`src/rtl/rfsoc_config.sv`:
```
// Shared RFSoC PS<->PL configuration constants.
// GPIO bit assignments and widths for the serial config bank.
package rfsoc_config;

  localparam int gpio_bus_width   = 16;
  localparam int config_reg_width = 32;
  localparam int num_cfg_regs     = 8;

  localparam int sdata_bit  = 0;
  localparam int dac0_clk   = 1;
  localparam int dac1_clk   = 2;
  localparam int dac2_clk   = 3;
  localparam int dac3_clk   = 4;
  localparam int adc0_clk   = 5;
  localparam int adc1_clk   = 6;
  localparam int adc2_clk   = 7;
  localparam int adc3_clk   = 8;
  localparam int commit_clk = 14;

  localparam logic [num_cfg_regs*8-1:0] clk_map_default = {
    8'(adc3_clk), 8'(adc2_clk), 8'(adc1_clk), 8'(adc0_clk),
    8'(dac3_clk), 8'(dac2_clk), 8'(dac1_clk), 8'(dac0_clk)
  };

endpackage

```
`src/rtl/gpio_serial_cfg_bank_sync.sv`:
```
// GPIO synchroniser with a history flop and registered rise detect.
// o_sync is delayed to line up with o_rise.
module gpio_edge_sync #(
  parameter int W      = 16,
  parameter int STAGES = 2
) (
  input  logic         clk,
  input  logic         rst_n,
  input  logic [W-1:0] i_d,
  output logic [W-1:0] o_sync,
  output logic [W-1:0] o_rise
);

  logic [W-1:0] r_sync [STAGES];
  logic [W-1:0] r_hist;
  logic [W-1:0] r_rise;

  always_ff @(posedge clk) begin
    if (!rst_n) begin
      for (int s = 0; s < STAGES; s++) r_sync[s] <= '0;
      r_hist <= '0;
      r_rise <= '0;
    end else begin
      r_sync[0] <= i_d;
      for (int s = 1; s < STAGES; s++) r_sync[s] <= r_sync[s-1];
      r_hist <= r_sync[STAGES-1];
      r_rise <= r_sync[STAGES-1] & ~r_hist;
    end
  end

  assign o_sync = r_hist;
  assign o_rise = r_rise;

endmodule

```
`src/rtl/gpio_serial_cfg_bank.sv`:
```
// Serial configuration bank: GPIO shift clocks load shadow registers,
// a commit edge copies all shadows to the active outputs at once.
module gpio_serial_cfg_bank
  import rfsoc_config::*;
#(
  parameter int GPIO_W      = gpio_bus_width,
  parameter int NUM_REGS    = num_cfg_regs,
  parameter int REG_W       = config_reg_width,
  parameter int SYNC_STAGES = 2,
  parameter int SDATA_BIT   = sdata_bit,
  parameter int COMMIT_BIT  = commit_clk,
  parameter logic [NUM_REGS*8-1:0] CLK_MAP = clk_map_default
) (
  input  logic                      clk,
  input  logic                      rst_n,
  input  logic [GPIO_W-1:0]         gpio_in,
  output logic [NUM_REGS*REG_W-1:0] cfg_active,
  output logic                      cfg_update,
  output logic [NUM_REGS-1:0]       cfg_dirty,
  output logic [NUM_REGS-1:0]       err_overflow,
  output logic [NUM_REGS-1:0]       err_partial
);

  localparam int CW = $clog2(REG_W + 2);
  localparam logic [CW-1:0] CNT_FULL = CW'(REG_W);
  localparam logic [CW-1:0] CNT_MAX  = CW'(REG_W + 1);

  if (SYNC_STAGES < 2) begin : g_bad_sync
    $error("SYNC_STAGES must be at least 2");
  end

  logic [GPIO_W-1:0] w_sync;
  logic [GPIO_W-1:0] w_rise;
  logic              w_commit;
  logic              w_sdata;

  gpio_edge_sync #(
    .W      (GPIO_W),
    .STAGES (SYNC_STAGES)
  ) u_sync (
    .clk    (clk),
    .rst_n  (rst_n),
    .i_d    (gpio_in),
    .o_sync (w_sync),
    .o_rise (w_rise)
  );

  assign w_commit = w_rise[COMMIT_BIT];
  assign w_sdata  = w_sync[SDATA_BIT];

  for (genvar i = 0; i < NUM_REGS; i++) begin : g_reg
    localparam int CB = int'(CLK_MAP[i*8 +: 8]);

    if (CB >= GPIO_W) begin : g_e_range
      $error("CLK_MAP entry %0d out of range", i);
    end
    if (CB == SDATA_BIT || CB == COMMIT_BIT) begin : g_e_clash
      $error("CLK_MAP entry %0d hits sdata/commit", i);
    end
    for (genvar j = 0; j < i; j++) begin : g_dup
      if (int'(CLK_MAP[j*8 +: 8]) == CB) begin : g_e_dup
        $error("CLK_MAP entries %0d and %0d equal", j, i);
      end
    end

    logic             w_shift;
    logic [REG_W-1:0] r_shadow;
    logic [REG_W-1:0] r_active;
    logic [CW-1:0]    r_cnt;
    logic             r_dirty;
    logic             r_ovf;
    logic             r_part;

    assign w_shift = w_rise[CB % GPIO_W];

    // Commit reads the pre-shift shadow; a coincident shift starts the next load.
    always_ff @(posedge clk) begin
      if (!rst_n) begin
        r_shadow <= '0;
        r_active <= '0;
        r_cnt    <= '0;
        r_dirty  <= 1'b0;
        r_ovf    <= 1'b0;
        r_part   <= 1'b0;
      end else begin
        if (w_shift) r_shadow <= {r_shadow[REG_W-2:0], w_sdata};
        if (w_commit) begin
          r_active <= r_shadow;
          r_part   <= (r_cnt != '0) && (r_cnt < CNT_FULL);
          r_cnt    <= w_shift ? CW'(1) : '0;
          r_dirty  <= w_shift;
          r_ovf    <= 1'b0;
        end else if (w_shift) begin
          r_dirty <= 1'b1;
          if (r_cnt != CNT_MAX) r_cnt <= r_cnt + CW'(1);
          if (r_cnt == CNT_FULL) r_ovf <= 1'b1;
        end
      end
    end

    assign cfg_active[i*REG_W +: REG_W] = r_active;
    assign cfg_dirty[i]    = r_dirty;
    assign err_overflow[i] = r_ovf;
    assign err_partial[i]  = r_part;
  end

  always_ff @(posedge clk) begin
    if (!rst_n) cfg_update <= 1'b0;
    else        cfg_update <= w_commit;
  end

endmodule

```
`config.mk`:
```
export PLATFORM = sky130hd
export DESIGN_NAME = gpio_serial_cfg_bank
export DESIGN_NICKNAME = d
export VERILOG_FILES = /design/src/rtl/rfsoc_config.sv /design/src/rtl/gpio_serial_cfg_bank_sync.sv /design/src/rtl/gpio_serial_cfg_bank.sv
export SDC_FILE = /design/constraint.sdc
export NUM_CORES = 1
export LEC_CHECK = 0
export BUFFER_PORTS_ARGS = -buffer_cell sky130_fd_sc_hd__buf_2
export CAP_MARGIN = 25
export CORE_ASPECT_RATIO = 0.8
export CORE_MARGIN = 1.5
export CORE_UTILIZATION = 34
export CTS_CLUSTER_SIZE = 12
export DETAILED_ROUTE_END_ITERATION = 10
export SETUP_SLACK_MARGIN = 0.1
export SLEW_MARGIN = 25
export SYNTH_ARGS = -nofsm -noshare
export SYNTH_HDL_FRONTEND = slang
export SYNTH_SLANG_ARGS = --single-unit
```
`constraint.sdc`:
```
create_clock -name clk -period 1.2 [get_ports clk]
set_input_delay 0.12 -clock clk [delete_from_list [all_inputs] [get_ports clk]]
set_output_delay 0.12 -clock clk [all_outputs]
set_load 0.01 [all_outputs]
```
==> results.json, run 1 <==
{
  "power.switching_mw": 8.83,
  "boundaryPins": 299,
  "rsz0062_at_grt": "yes",
  "worst_setup_path_start_kind": "flop",
  "cts_root_buffer": "clkbuf_16",
  "ir_drop_v": 0.000731,
  "worst_setup_path_end_kind": "flop",
  "htreeDepth": 3,
  "synth-edff-count": 0,
  "clock.fmax_ghz": 0.767,
  "whs_ns": 0.0398,
  "synth_fp_nets": 2190,
  "min_to": "g_reg[5].r_part$_SDFFE_PN0P_",
  "setup_viol": 158,
  "yosysSeqAreaShare": 0.552,
  "worst-r2r-cell-count": 3,
  "synth-seq-cells": 624,
  "fin_skew_ns": 0.0183,
  "grt_max_degree": 52,
  "setup_ws_ns": -0.104,
  "dr.pass1.iters": 4,
  "yosysMostFrequentCell": "dfxtp_1",
  "synthTopCellsByCount": "dfxtp_1, nor2_1, mux2i_1, buf_4, clkbuf_1",
  "synth_area_leaders": "dfxtp_1, mux2i_1, nor2_1",
  "drt-vias-per-instance": 4.64,
  "p_seq_frac": 0.505,
  "clk_pin_slew_ns": 0.06,
  "run_status": "complete, but fails checks",
  "worst_slew_pin_slew_ns": 0.344,
  "grt_overflow": 0,
  "num_vias": 16000,
  "maxCapViolCount": 0,
  "grt_first_pass_wirelength_mm": 83.4,
  "hp-class": "input pin to flop",
  "crit_arrival_ns": 1.79,
  "netlist_area_um2": 22600,
  "routed_wl_mm": 52.9,
  "layout-drive-gt1-share": 0.305,
  "p_per_area_nw_per_um2": 1380,
  "combPwrFrac": 0.036,
  "synth.top_cell.area_share": 0.552,
  "crit_type": "flop to flop",
  "hold_viol_final": 0,
  "swShare": 0.214,
  "cts_buffer_depth": 3,
  "drc": 0,
  "slowest_delay_ns": 0.43,
  "n_antenna_cell": 0,
  "syn_inst": 2148,
  "gp_congestion": 0.771,
  "antenna_found_initial": 0,
  "syn2layout_area_growth_pct": 31.6,
  "relSlewSlack": 0.770,
  "cts_sinks": 624,
  "cp_slowest_cell": "or3_4",
  "ys_warn_count": 0,
  "post-route-min-period_ns": 1.30,
  "post_drt_wl_per_cell_um": 15.4,
  "dieHeight_um": 234,
  "core_area_um2": 65800,
  "cp_max_fo": 4,
  "cts_tree": "built",
  "rrSetupSlack_ns": -0.10,
  "grt_use_total": 0.149,
  "leakagePower_nw": 11.6,
  "die_area_um2": 68100,
  "nets": 2598,
  "drv_slew": 0,
  "internal-power_mw": 32.4,
  "fp.dieW_um": 291,
  "avgSynthCellArea_um2": 10.5,
  "drt_iter0_drc": 623,
  "portBuffers": 292,
  "initial_utilization": 0.344,
  "hold-path-cell-count": 3,
  "total_power_mw": 41.2,
  "dpl.hpwl_mm": 34.9,
  "fillers": 6055,
  "synthArstFlopShare": 0,
  "register_area_um2": 12700,
  "antenna_left": 0,
  "pwr-share-clk": 0.458,
  "std_cell_rows": 84,
  "crit_chain": "or3_4, o22a_1, o32ai_2",
  "multi_input_area_um2": 9540,
  "holdCritStartpoint": "rst_n",
  "yosysTopAreaCell": "dfxtp_1",
  "clock_latency_ns": 0.59,
  "cp.required_ns": 1.68,
  "synth_flop_cell": "dfxtp_1",
  "violations": "negative setup slack",
  "rr_endpoint": "g_reg[2].r_cnt[0]$_SDFFE_PN0P_",
  "grt_pass1_vias": 15600,
  "cts_made_buffers": 66,
  "r2r-start": "g_reg[2].r_cnt[3]$_SDFFE_PN0P_",
  "period_share": 1.09,
  "ys_types": 35
}
stage by stage:
stage	utilization	cell area [um^2]	setup TNS (ns)	setup WS, ns	cells
floorplan	-	22900	0	0.0349	2148
global placement	0.395	26000	-4.04	-0.0927	3290
detailed placement	0.395	26000	-8.82	-0.118	3290
CTS	0.447	29400	-9.77	-0.0896	3435
global route	0.453	29800	-23.03	-0.152	3447
finish	0.453	29800	-3.97	-0.104	3447
power groups by stage:
stage | combinational, mW | clock [mW] | sequential, mW
floorplan | 0.871 | 0 | 21.3
global placement | 1.29 | 0 | 21.3
detailed placement | 1.31 | 0 | 21.3
CTS | 1.45 | 19.5 | 20.8
global route | 1.59 | 20.3 | 20.8
finish | 1.49 | 18.9 | 20.8
flip-flops by register name, indices dropped and copies added, names as in the netlist:
name,cells
u_sync.r_sync,20
g.r_part,8
cfg_update,1
g.r_dirty,8
u_sync.o_rise,9
g.r_ovf,8
u_sync.o_sync,10
g.r_cnt,48
g.r_active,256
g.r_shadow,256
worst max path at each step:
stage                                   startpoint                             end
detailed placement    u_sync.o_rise[14]$_SDFF_PN0_  g_reg[7].r_cnt[4]$_SDFFE_PN0P_
finish              g_reg[2].r_cnt[3]$_SDFFE_PN0P_  g_reg[2].r_cnt[0]$_SDFFE_PN0P_
floorplan           g_reg[0].r_cnt[0]$_SDFFE_PN0P_    g_reg[0].r_part$_SDFFE_PN0P_
CTS                   u_sync.o_rise[14]$_SDFF_PN0_  g_reg[6].r_cnt[0]$_SDFFE_PN0P_
global route          u_sync.o_rise[14]$_SDFF_PN0_  g_reg[1].r_cnt[1]$_SDFFE_PN0P_
global placement      u_sync.o_rise[14]$_SDFF_PN0_  g_reg[7].r_cnt[4]$_SDFFE_PN0P_
cells in the final DEF, fill, tap and decap left out, drive strengths merged, types with 10 or more instances in the layout:
cell type,count
nand2,27
and2,30
dlygate4sd3,10
ha,24
nor2b,18
clkbuf,92
o21ai,16
nand4,16
mux2i,512
or3,15
nor3,16
xor2,16
inv,19
a21oi,24
buf,490
dfxtp,624
nor2,546
worst max-delay path, delay by kind of cell, from the launching register on:
kind	cells	cell delay, ns
AOI/OAI and AO/OA	2	0.44
DFF	1	0.34
and+or+nand+nor	1	0.43
layer usage:
metal	track usage	vias to the layer above	wire (um)
li1	-	8012	-
met1	0.191	7656	24500
met2	0.243	255	24400
met3	0.0430	86	2840
met4	0.0472	0	1200
met5	0	-	0
what timing repair did:
action,4_1_cts,5_1_grt
hold buffers,10,0
hold endpoints to repair,10,0
resized for setup,305,52
buffers inserted,32,9
endpoints found under the setup margin,704,779
gates cloned,4,4
pin swaps,13,10
logic make-up (layout without fill, tap and decap cells):
family / Yosys count / in the layout / synth area share
simple gates: 693 / 693 / 0.131
mux: 512 / 512 / 0.226
buf+inv: 184 / 623 / 0.0428
xor+xnor: 16 / 16 / 0.00619
compound gates: 95 / 95 / 0.0280
flops: 624 / 624 / 0.552
fa+ha+maj: 24 / 24 / 0.0133
area by class of cell:
cell class | count | area share
timing repair buffer | 506 | 0.150
multi-input combinational | 1340 | 0.320
sequential | 624 | 0.426
tap | 860 | 0.0361
clock inverter | 11 | 0.00340
clock buffer | 88 | 0.0619
inverter | 18 | 0.00256
Power figures use the tool's default switching activity.
==> run 2, diff against run 1 <==
CTS_CLUSTER_DIAMETER = 40   (was not set)
PLACE_DENSITY = 0.52   (was not set)
==> run 2 against run 1 <==
The flow still finishes with violations (negative setup slack). Global-route usage grew 0.57 points. Critical path depth increased by 1. Clock-buffer cell count up 13. Hold slack better by 0.25 ns. Critical path type unchanged.
==> results.json, run 2 (same netlist as run 1, synthesis figures left out) <==
{
  "run_status": "complete, but fails checks",
  "violations": "negative setup slack",
  "slowest_delay_ns": 0.40,
  "htreeDepth": 3,
  "antenna_found_initial": 0,
  "post-route-min-period_ns": 1.37,
  "crit_chain": "buf_12, nand3b_1, o22a_1, o32ai_2",
  "grt_pass1_vias": 15800,
  "gp_congestion": 0.751,
  "dpl.hpwl_mm": 34.1,
  "final_cell_mix": "nor2_1, mux2i_1, dfxtp_1, dfxtp_2, buf_6",
  "drv_slew": 0,
  "period_share": 1.14,
  "cp_max_fo": 11,
  "hp-class": "input pin to flop",
  "cp_slowest_cell": "dfxtp_4",
  "routed_wl_mm": 56.5,
  "worst_setup_path_start_kind": "flop",
  "stdcell_area_um2": 32900,
  "core_area_um2": 65800,
  "crit_arrival_ns": 1.87,
  "setup_viol": 274,
  "drc": 0,
  "drt_iter0_drc": 627,
  "grt_max_degree": 50,
  "cts_buffer_depth": 3,
  "cp.required_ns": 1.70,
  "worst_setup_path_end_kind": "flop",
  "initial_utilization": 0.344,
  "ir_drop_v": 0.00113,
  "boundaryPins": 299,
  "layout-drive-gt1-share": 0.403,
  "die_area_um2": 68100,
  "n_antenna_cell": 0,
  "cts_tree": "built",
  "clock_latency_ns": 0.62,
  "grt_use_total": 0.155,
  "place_ws_ns": -0.201,
  "num_vias": 16300,
  "syn2layout_area_growth_pct": 45.5,
  "cts_root_buffer": "clkbuf_16",
  "drt-vias-per-instance": 4.59,
  "p_per_area_nw_per_um2": 1520,
  "reg.largest.list": "g.r_active x256, g.r_shadow x256, g.r_cnt x48",
  "antenna_left": 0,
  "leakagePower_nw": 12.7,
  "worst_slew_pin_slew_ns": 0.389,
  "layout_commonest_cell": "nor2_1",
  "clk_pin_slew_ns": 0.06,
  "post_drt_wl_per_cell_um": 15.9,
  "nets": 2654,
  "maxCapViolCount": 0,
  "cts_made_buffers": 92,
  "clock.fmax_ghz": 0.732,
  "setup_ws_ns": -0.167,
  "fillers": 5896,
  "std_cell_rows": 84,
  "grt_first_pass_wirelength_mm": 85.9,
  "dieHeight_um": 234,
  "placed_area_um2": 25900,
  "crit_type": "flop to flop",
  "rsz0062_at_grt": "yes",
  "relSlewSlack": 0.739,
  "portBuffers": 292,
  "grt_overflow": 0,
  "cts_sinks": 624,
  "hold_viol_final": 0,
  "fin_skew_ns": 0.0233,
  "dr.pass1.iters": 5,
  "fp.dieW_um": 291
}
## run 2: changes by cell type in the layout (fill, tap and decap cells not counted), sizes merged
| cell | previous run | this run |
|---|---|---|
| buf | 490 | 513 |
| clkbuf | 92 | 113 |
| clkinv | 8 | 25 |
| inv | 19 | 36 |
| clkinvlp | 1 | 12 |
| bufinv | 1 | 11 |
| bufbuf | 2 | 0 |
| dlygate4sd3 | 10 | 11 |
## run 2: timing repair
item,CTS,global route
cloned,5,13
hold buffers,11,0
endpoints found under the hold margin,15,0
pin swaps,12,15
setup buffers,53,28
resized for setup,660,79
setup endpoints to repair,664,771
## run 2: worst paths after layout
check                                             startpoint                              to  slack [ns]  cells past startpoint
worst min register to register  u_sync.o_sync[14]$_SDFF_PN0_    u_sync.o_rise[14]$_SDFF_PN0_        0.37                      1
worst max register to register  u_sync.o_rise[14]$_SDFF_PN0_  g_reg[7].r_cnt[0]$_SDFFE_PN0P_       -0.17                      4
worst min-delay path                              gpio_in[3]  u_sync.r_sync[0][3]$_SDFF_PN0_        0.29                      3
worst max-delay path            u_sync.o_rise[14]$_SDFF_PN0_  g_reg[7].r_cnt[0]$_SDFFE_PN0P_       -0.17                      4
## run 2: cell type report
| cell class | instances | area, um^2 | area share |
|---|---|---|---|
| flip-flops and latches | 624 | 12900 | 0.392 |
| repair buffers | 536 | 6070 | 0.184 |
| inverters | 18 | 80.1 | 0.00243 |
| clock inverters | 66 | 781 | 0.0237 |
| multi-input cells | 1340 | 9540 | 0.290 |
| clock buffers | 101 | 2460 | 0.0747 |
| well taps | 860 | 1080 | 0.0327 |
## run 2: per-stage QoR
step,power [mW],std cells,util,hold slack (ns),setup TNS (ns)
after floorplan,22.1,2148,-,0.247,0
after global placement,22.6,3269,0.394,0.332,-12.11
after detailed placement,22.6,3269,0.394,0.331,-16.68
after CTS,50.8,3504,0.488,0.233,-22.98
after global routing,51.9,3545,0.501,0.251,-39.37
final,50.1,3545,0.501,0.288,-15.22
## run 2: worst max-delay path, delay by kind of cell (launching register included)
family                 cells  cell delay [ns]
AO/OA/AOI/OAI              2             0.48
AND/OR/NAND/NOR            1             0.21
flip-flops                 1             0.40
buffers and inverters      1             0.17
## run 2: power by group
group,switching [mW],total (mW),internal [mW]
registers,0.0494,20.8,20.8
logic,0.837,1.55,0.717
clock network,10.3,27.8,17.4
## run 2: per-layer routing
metal  track usage  vias to the layer above  share of wire
met2         0.242                      292           0.45
met3        0.0401                       91          0.051
met4        0.0518                        0          0.022
met1         0.208                     7711           0.48
met5             0                        -              0
li1              -                     8185              -
==> run 3, diff against run 2 <==
SKIP_CTS_REPAIR_TIMING = 1   (was not set)
==> run 3 against run 2 <==
Utilization shrank 0.12 points. Maximum frequency is 1.1% higher. Sequential share of layout area up 0.089 points. Critical path depth is 3 higher. Highest routed layer unchanged. Sequential power barely moved. Critical path type unchanged. Routed wire length increased by 1.1%. Register-to-register slack gained 0.02 ns. Worst setup slack better by 0.015 ns. The run still ends with negative setup slack left.
==> results.json, run 3 (same netlist as run 1, synthesis figures left out) <==
{
  "crit_type": "flop to flop",
  "reg.largest.list": "g.r_active x256, g.r_shadow x256, g.r_cnt x48",
  "rsz0062_at_grt": "yes",
  "fp.dieW_um": 291,
  "dieHeight_um": 234,
  "num_vias": 16200,
  "rrSetupSlack_ns": -0.15,
  "hold_viol_final": 0,
  "grt_pass1_vias": 14900,
  "boundaryPins": 299,
  "wl_met3_mm": 2.89,
  "clock_latency_ns": 0.62,
  "worst_setup_path_end_kind": "flop",
  "cts_sinks": 624,
  "cp_top_family": "buffers and inverters",
  "cts_made_buffers": 92,
  "n_antenna_cell": 0,
  "dr.pass1.iters": 6,
  "dpl.hpwl_mm": 34.1,
  "rr_endpoint": "g_reg[7].r_cnt[0]$_SDFFE_PN0P_",
  "grt_max_degree": 50,
  "hold-path-cell-count": 3,
  "place_ws_ns": -0.201,
  "setup_viol": 266,
  "die_area_um2": 68100,
  "initial_utilization": 0.344,
  "layout-drive-gt1-share": 0.397,
  "hp-class": "input pin to flop",
  "placed_area_um2": 25900,
  "worstPathBufferInverterCount": 3,
  "grt_first_pass_wirelength_mm": 81.1,
  "worst-r2r-cell-count": 7,
  "crit_chain": "inv_2, buf_4, ha_1, nand3b_1, buf_4, nor3_2, o32ai_2",
  "worst_setup_path_start_kind": "flop",
  "std_cell_rows": 84,
  "p_per_area_nw_per_um2": 1530,
  "setup_ws_ns": -0.152,
  "antenna_left": 0,
  "post-route-min-period_ns": 1.35,
  "cts_root_buffer": "clkbuf_16",
  "antenna_found_initial": 0,
  "syn2layout_area_growth_pct": 45.2,
  "period_share": 1.13,
  "layout_commonest_cell": "nor2_1",
  "crit_arrival_ns": 1.83,
  "relSlewSlack": 0.745,
  "clk_pin_slew_ns": 0.06,
  "run_status": "complete, but fails checks",
  "min_to": "u_sync.r_sync[0][7]$_SDFF_PN0_",
  "dr_wl_met2_mm": 25.5,
  "routed.top_layer": "met4",
  "routed_wl_mm": 57.1,
  "htreeDepth": 3,
  "drt_iter0_drc": 615,
  "post_drt_wl_per_cell_um": 16.2,
  "cts_tree": "built",
  "r2r-start": "g_reg[7].r_cnt[1]$_SDFFE_PN0P_",
  "drc": 0,
  "drt-vias-per-instance": 4.60,
  "cts_buffer_depth": 3,
  "maxCapViolCount": 0,
  "leakagePower_nw": 12.6,
  "drv_slew": 0,
  "worst_slew_pin_slew_ns": 0.380,
  "core_area_um2": 65800,
  "wl_met1_mm": 27.5,
  "cp_max_fo": 3,
  "grt_use_total": 0.146,
  "gp_congestion": 0.751,
  "violations": "negative setup slack",
  "fin_skew_ns": 0.0207,
  "stdcell_area_um2": 32900,
  "holdCritStartpoint": "gpio_in[7]",
  "crit_top_cell": "buf_4",
  "slowest_delay_ns": 0.33,
  "final_cell_mix": "nor2_1, mux2i_1, dfxtp_1, dfxtp_2, buf_6",
  "grt_overflow": 0,
  "cp.required_ns": 1.68,
  "portBuffers": 292,
  "clock.fmax_ghz": 0.740,
  "ir_drop_v": 0.00114,
  "nets": 2637,
  "cp_slowest_cell": "dfxtp_2"
}
-- run 3: how the worst max path moves through the flow --
stage / from / end / depth (start not counted)
after detailed placement: u_sync.o_rise[14]$_SDFF_PN0_ / g_reg[2].r_cnt[4]$_SDFFE_PN0P_ / 4
after global routing: g_reg[0].r_cnt[1]$_SDFFE_PN0P_ / g_reg[0].r_cnt[0]$_SDFFE_PN0P_ / 6
final: g_reg[7].r_cnt[1]$_SDFFE_PN0P_ / g_reg[7].r_cnt[0]$_SDFFE_PN0P_ / 7
after floorplan: g_reg[0].r_cnt[0]$_SDFFE_PN0P_ / g_reg[0].r_part$_SDFFE_PN0P_ / 5
after global placement: u_sync.o_rise[14]$_SDFF_PN0_ / g_reg[5].r_ovf$_SDFFE_PP0P_ / 4
after CTS: u_sync.o_rise[14]$_SDFF_PN0_ / g_reg[5].r_cnt[3]$_SDFFE_PN0P_ / 4
-- run 3: through the flow --
step,power (mW),std cells,hold slack (ns),utilization,setup TNS [ns]
finish,50.2,3528,0.287,0.499,-11.56
global route,51.9,3528,0.251,0.499,-33.35
CTS,50.7,3436,-0.338,0.443,-36.63
detailed placement,22.6,3269,0.331,0.394,-16.68
global placement,22.6,3269,0.332,0.394,-12.11
floorplan,22.1,2148,0.247,-,0
-- run 3: tightest hold or removal path, delay by kind of cell --
family        cells  cell delay [ns]
simple gates      1             0.11
buf+inv           2             0.64
-- run 3: layout make-up --
cell class / instances / area, um^2
inverter: 18 / 77.6
timing repair buffer: 519 / 6000
clock inverter: 66 / 781
clock buffer: 101 / 2460
sequential: 624 / 12900
fill: 5917 / 32900
tap: 860 / 1080
multi-input combinational: 1340 / 9540
-- run 3: metal layers --
| layer | global-route usage | up-vias |
|---|---|---|
| met3 | 0.0387 | 91 |
| li1 | - | 8129 |
| met5 | 0 | - |
| met1 | 0.201 | 7724 |
| met2 | 0.222 | 297 |
| met4 | 0.0477 | 0 |
-- run 3: power by group --
| group | internal, mW | total [mW] | switching (mW) |
|---|---|---|---|
| clock network | 17.4 | 27.8 | 10.3 |
| logic | 0.733 | 1.58 | 0.847 |
| registers | 20.8 | 20.8 | 0.0486 |
| total | 38.9 | 50.2 | 11.2 |
